### config.mk
export PLATFORM = sky130hd
export DESIGN_NAME = branch_flag_unit
export DESIGN_NICKNAME = d
export VERILOG_FILES = /design/src/rtl/branch_pkg.sv /design/src/rtl/branch_flag_unit_cond_eval.sv /design/src/rtl/branch_flag_unit.sv
export SDC_FILE = /design/constraint.sdc
export NUM_CORES = 1
export LEC_CHECK = 0
export CAP_MARGIN = 25
export CORE_ASPECT_RATIO = 0.8
export CORE_MARGIN = 3
export CORE_UTILIZATION = 43
export CTS_CLUSTER_SIZE = 30
export DETAILED_ROUTE_END_ITERATION = 10
export GPL_ROUTABILITY_DRIVEN = 0
export PLACE_DENSITY = 0.87
export SLEW_MARGIN = 0
export SYNTH_ARGS = -nofsm -noshare
export SYNTH_HDL_FRONTEND = slang
export SYNTH_SLANG_ARGS = --single-unit
### constraint.sdc
create_clock -name clk -period 3.1 [get_ports clk]
set_clock_uncertainty 0.15 [all_clocks]
set_input_delay 0.62 -clock clk [delete_from_list [all_inputs] [get_ports clk]]
set_output_delay 0.62 -clock clk [all_outputs]
set_load 0.005 [all_outputs]
### src/rtl/branch_pkg.sv
// Shared types for the branch/flag unit: branch type encoding, condition codes, FSM states.
package branch_pkg;

   typedef enum logic [2:0] {
      BR_NONE   = 3'd0,
      BR_UNCOND = 3'd1,
      BR_CBZ    = 3'd2,
      BR_CBNZ   = 3'd3,
      BR_COND   = 3'd4
   } br_type_e;

   localparam logic [3:0] CondEq = 4'd0;
   localparam logic [3:0] CondNe = 4'd1;
   localparam logic [3:0] CondHs = 4'd2;
   localparam logic [3:0] CondLo = 4'd3;
   localparam logic [3:0] CondMi = 4'd4;
   localparam logic [3:0] CondPl = 4'd5;
   localparam logic [3:0] CondVs = 4'd6;
   localparam logic [3:0] CondVc = 4'd7;
   localparam logic [3:0] CondHi = 4'd8;
   localparam logic [3:0] CondLs = 4'd9;
   localparam logic [3:0] CondGe = 4'd10;
   localparam logic [3:0] CondLt = 4'd11;
   localparam logic [3:0] CondGt = 4'd12;
   localparam logic [3:0] CondLe = 4'd13;
   localparam logic [3:0] CondAl = 4'd14;
   localparam logic [3:0] CondNv = 4'd15;

   typedef enum logic {
      StIdle,
      StFlush
   } state_e;

endpackage

### src/rtl/branch_flag_unit_cond_eval.sv
// Combinational B.cond evaluator over an {N,Z,C,V} flag vector.
module cond_eval
   import branch_pkg::*;
(
   input  logic [3:0] flags,
   input  logic [3:0] cond,
   output logic       pass
);

   logic n, z, c, v, gt;

   assign n  = flags[3];
   assign z  = flags[2];
   assign c  = flags[1];
   assign v  = flags[0];
   assign gt = !z && (n == v);

   always_comb begin
      pass = 1'b1;
      case (cond)
         CondEq:  pass = z;
         CondNe:  pass = !z;
         CondHs:  pass = c;
         CondLo:  pass = !c;
         CondMi:  pass = n;
         CondPl:  pass = !n;
         CondVs:  pass = v;
         CondVc:  pass = !v;
         CondHi:  pass = c && !z;
         CondLs:  pass = !(c && !z);
         CondGe:  pass = (n == v);
         CondLt:  pass = (n != v);
         CondGt:  pass = gt;
         CondLe:  pass = !gt;
         default: pass = 1'b1; // AL and NV both always pass
      endcase
   end

endmodule

### src/rtl/branch_flag_unit.sv
// EX-stage branch resolution with NZCV register and IF/ID flush sequencing.
// Optional BRANCH_STATS_EN adds a 32-bit taken_count output.
module branch_flag_unit
   import branch_pkg::*;
#(
   parameter int unsigned ADDR_W       = 64,
   parameter int unsigned FLUSH_CYCLES = 2
) (
   input  logic              clk,
   input  logic              reset,
   input  logic              ex_valid,
   input  logic              ex_set_flags,
   input  logic              ex_neg,
   input  logic              ex_zero,
   input  logic              ex_carry,
   input  logic              ex_ovf,
   input  logic [2:0]        ex_br_type,
   input  logic [3:0]        ex_cond,
   input  logic [ADDR_W-1:0] ex_pc,
   input  logic [ADDR_W-1:0] ex_imm,
   output logic              br_taken,
   output logic [ADDR_W-1:0] br_target,
   output logic              flush,
   output logic [3:0]        flags
`ifdef BRANCH_STATS_EN
   ,
   output logic [31:0]       taken_count
`endif
);

   localparam logic [2:0] FlushLoad = 3'(FLUSH_CYCLES - 1);

   state_e            stateQ, stateD;
   logic [2:0]        cntQ, cntD;
   logic [3:0]        flagsQ;
   logic              brTakenQ;
   logic [ADDR_W-1:0] brTargetQ;
   logic [ADDR_W-1:0] targetD;
   logic              accept, condPass, takenD, takeNow;

   // Conditions see the flags as registered, before this cycle's update.
   cond_eval uCondEval (
      .flags (flagsQ),
      .cond  (ex_cond),
      .pass  (condPass)
   );

   assign accept  = ex_valid && (stateQ == StIdle);
   assign targetD = ex_pc + (ex_imm << 2);
   assign takeNow = accept && takenD;

   always_comb begin
      takenD = 1'b0;
      case (ex_br_type)
         BR_UNCOND: takenD = 1'b1;
         BR_CBZ:    takenD = ex_zero;
         BR_CBNZ:   takenD = !ex_zero;
         BR_COND:   takenD = condPass;
         default:   takenD = 1'b0;
      endcase
   end

   always_comb begin
      stateD = stateQ;
      cntD   = cntQ;
      unique case (stateQ)
         StIdle: begin
            if (takeNow) begin
               stateD = StFlush;
               cntD   = FlushLoad;
            end
         end
         StFlush: begin
            if (cntQ == 3'd0) stateD = StIdle;
            else              cntD   = cntQ - 3'd1;
         end
         default: stateD = StIdle;
      endcase
   end

   always_ff @(posedge clk) begin
      if (reset) begin
         stateQ    <= StIdle;
         cntQ      <= 3'd0;
         flagsQ    <= 4'd0;
         brTakenQ  <= 1'b0;
         brTargetQ <= '0;
      end else begin
         stateQ   <= stateD;
         cntQ     <= cntD;
         brTakenQ <= takeNow;
         if (takeNow) brTargetQ <= targetD;
         if (accept && ex_set_flags) flagsQ <= {ex_neg, ex_zero, ex_carry, ex_ovf};
      end
   end

`ifdef BRANCH_STATS_EN
   logic [31:0] takenCountQ;

   always_ff @(posedge clk) begin
      if (reset)         takenCountQ <= 32'd0;
      else if (brTakenQ) takenCountQ <= takenCountQ + 32'd1;
   end

   assign taken_count = takenCountQ;
`endif

   assign br_taken  = brTakenQ;
   assign br_target = brTargetQ;
   assign flush     = (stateQ == StFlush);
   assign flags     = flagsQ;

endmodule

==> impl_metrics.ini <==
[status]
outcome = complete, but fails checks
violations = negative setup slack

[floorplanning]
io_pins = 213
fp.dieH_um = 115
fp.dieW_um = 142
coreArea_sq_um = 14400
rows = 39
start_util = 0.443
die-area_sq_um = 16300

[yosys]
yosys.area.top_type = dfxtp_1
syn_nets = 1052
ys_warn_count = 0
async_flop_share = 0
ys_top_cells_by_count = 134 x nand2_1, 120 x a21oi_1, 73 x dfxtp_1, 63 x ha_1, 58 x nor2_1
ys_types = 71
yosysSeqAreaShare = 0.229
postSynthCellCount = 845
synth-edff-count = 0
avgSynthCellArea_sq_um = 7.55
netlist.area_leader.share = 0.229
synth_area_leaders = dfxtp_1 23%, ha_1 12%, a21oi_1 9.4%, nand2_1 7.9%, xnor2_1 5.4%
synth_ff_type = dfxtp_1
syn_area_sq_um = 6380
synth_most_common_cell = nand2_1
ys_seq_elements = 73

[job]
maxCapViolCount = 0

[drt]
drt-total-wl_um = 33000
num_vias = 9289
drt_pass1_iterations = 7
wl_per_cell_um = 22.5
vias_per_cell = 6.34
drc = 0
drt_iter0_drc = 1142
antenna_left = 0

[setup_path]
worstPathCellList = clkdlybuf4s50_1, ha_1, buf_4, a21oi_1, o21ai_1, nor2_1, o21ai_0, a31oi_1, and3b_2, buf_4, o21bai_4, xor2_1, a22o_1
critPathArrivalTime_ns = 3.40
timing.rr.start = flags[3]$_SDFFE_PP0P_
required_ns = 3.19
cp-end-kind = register
rr_worst_depth = 10
slowest_stage = clkdlybuf4s50_1
setup.worst_path.start = ex_pc[46]
crit_path_max_incr_delay_ns = 0.41
r2r_end = br_target[42]$_SDFFE_PP0P_
path_class = in2reg
setup.worst_path.end = br_target[57]$_SDFFE_PP0P_
cp_max_fo = 8
critPathLaunchType = input port
regToRegSetupSlack_ns = 0.42
cp_common_cell = buf_4

[timing]
max_slew_margin = 0.482
hold_ws_ns = 0.304
finalSetupViolCount = 22
min_period_ns = 3.32
hold_violations = 0
setup_slack_ns = -0.220
fin_crit_sh = 1.07
max_freq_mhz = 301
slew_violations = 0
tightest_slew_ns = 0.776
rsz0062_at_grt = true

[cells_and_area]
final_nets = 1484
instances_no_fill = 1466
fin_util = 0.829
antenna_cells = 0
layout-drive-gt1-share = 0.366
area_growth_syn_to_layout_pct = 86.9

[placed_design]
placed_cells = 1390
pre_cts_ws_ns = -0.831
io_buffers = 210
dp_hpwl_um = 18800

[clock_network]
cts_hold_buf = 0
cts-root-buf = clkbuf_16
cts_buffer_depth = 2
clkLatencyLatePin_ns = 0.34
cts_sinks = 73
cts_max_level = 3
numCtsBuffers = 9
cts.clk_slew.worst_paths_ns = 0.06
cts_tree = built

[global_routing]
antenna_found_initial = 0
grt_pass1_vias = 8812
grt_pass1_wl_um = 44900
overflow = 0
grt.total_usage = 0.340
grt_max_degree = 62

[min_path]
min_path_type = reg2reg
hold_depth = 2

[power_and_ir_drop]
total_power_mw = 4.38
p_per_area_nw_per_um2 = 367
ir_drop_mv = 0.274
p_leak_nw = 5.09
## repair_timing
action	in CTS	in global routing
setup buffers	37	25
endpoints found under the setup margin	34	40
hold endpoints to repair	0	0
resized for setup	244	154
pin swaps	98	83
## worst max-delay path, delay by kind of cell
kind                       cells  cell delay (ns)
buffers and inverters          3             0.75
and+or+nand+nor                2             0.44
xor gates and xnor gates       1             0.15
AOI/OAI and AO/OA              6             1.09
adders and majority gates      1             0.34
## placed cells by master (no fill, tap or decap), types with 7 or more instances in the layout
master / n
nand2_1: 126
nand3_1: 13
o21ai_2: 10
clkbuf_2: 19
a21oi_1: 91
o21ai_0: 18
mux2i_1: 7
clkdlybuf4s50_1: 119
clkbuf_16: 9
o21bai_1: 14
nor3_1: 7
nor2_1: 53
inv_1: 24
nand4_1: 21
nand2b_1: 9
dlymetal6s2s_1: 22
a21oi_2: 23
a22o_1: 17
o21a_1: 11
a21oi_4: 8
dfxtp_1: 73
o21ai_1: 11
clkdlybuf4s15_1: 12
xnor2_1: 37
nand2_2: 10
buf_4: 240
a21o_1: 24
ha_1: 18
dlygate4sd2_1: 22
buf_6: 20
ha_4: 45
xor2_1: 19
## routing by layer
| metal | vias up | wire length, um | GRT usage |
|---|---|---|---|
| met5 | - | 0 | 0 |
| met4 | 0 | 2670 | 0.164 |
| met3 | 302 | 3760 | 0.0620 |
| met2 | 856 | 14800 | 0.583 |
| met1 | 4209 | 11700 | 0.412 |
| li1 | 3922 | - | - |
## through the flow
stage / TNS, ns / cell area, sq um
CTS: -0.177 / 11300
global placement: -19.53 / 10000
global route: -2.51 / 11900
detailed placement: -23.83 / 10000
finish: -2.30 / 11900
floorplan: -0.0371 / 6390
## power by group
part | internal, mW | switching (mW) | total, mW
sequential | 1.01 | 0.0445 | 1.05
clock | 0.668 | 0.418 | 1.09
combinational | 1.12 | 1.12 | 2.24
## sequential cells by signal, indices dropped and copies added (netlist names)
signal / count
br_taken: 1
br_target: 64
cntQ: 3
flags: 4
flush: 1
## worst min path at each step
stage	to	slack, ns	start
2_1_floorplan	br_target[7]$_SDFFE_PP0P_	0.30	br_target[7]$_SDFFE_PP0P_
3_3_place_gp	br_target[10]$_SDFFE_PP0P_	0.29	br_target[10]$_SDFFE_PP0P_
3_5_place_dp	br_target[11]$_SDFFE_PP0P_	0.30	br_target[11]$_SDFFE_PP0P_
4_1_cts	br_target[11]$_SDFFE_PP0P_	0.30	br_target[11]$_SDFFE_PP0P_
5_1_grt	br_target[48]$_SDFFE_PP0P_	0.33	br_target[48]$_SDFFE_PP0P_
6_report	br_target[11]$_SDFFE_PP0P_	0.30	br_target[11]$_SDFFE_PP0P_
## final cells by class
class                           instances  area (sq um)
Clock inverter                          4          51.3
Multi-Input combinational cell        706          5860
Timing Repair Buffer                  461          3970
Tap cell                              184           230
Fill cell                             793          2470
Sequential cell                        73          1460
Clock buffer                           12           256
Inverter                               26           100
## kinds of logic (layout without fill, tap and decap cells)
kind of cell | after synthesis | in the layout | synth area share
xor gates and xnor gates | 60 | 60 | 0.0824
and+or+nand+nor | 288 | 288 | 0.212
DFF | 73 | 73 | 0.229
adders and majority gates | 64 | 64 | 0.127
buffers and inverters | 66 | 503 | 0.0439
AOI/OAI and AO/OA | 286 | 286 | 0.292
muxes | 8 | 8 | 0.0145
(Power assumes the default switching activity.)
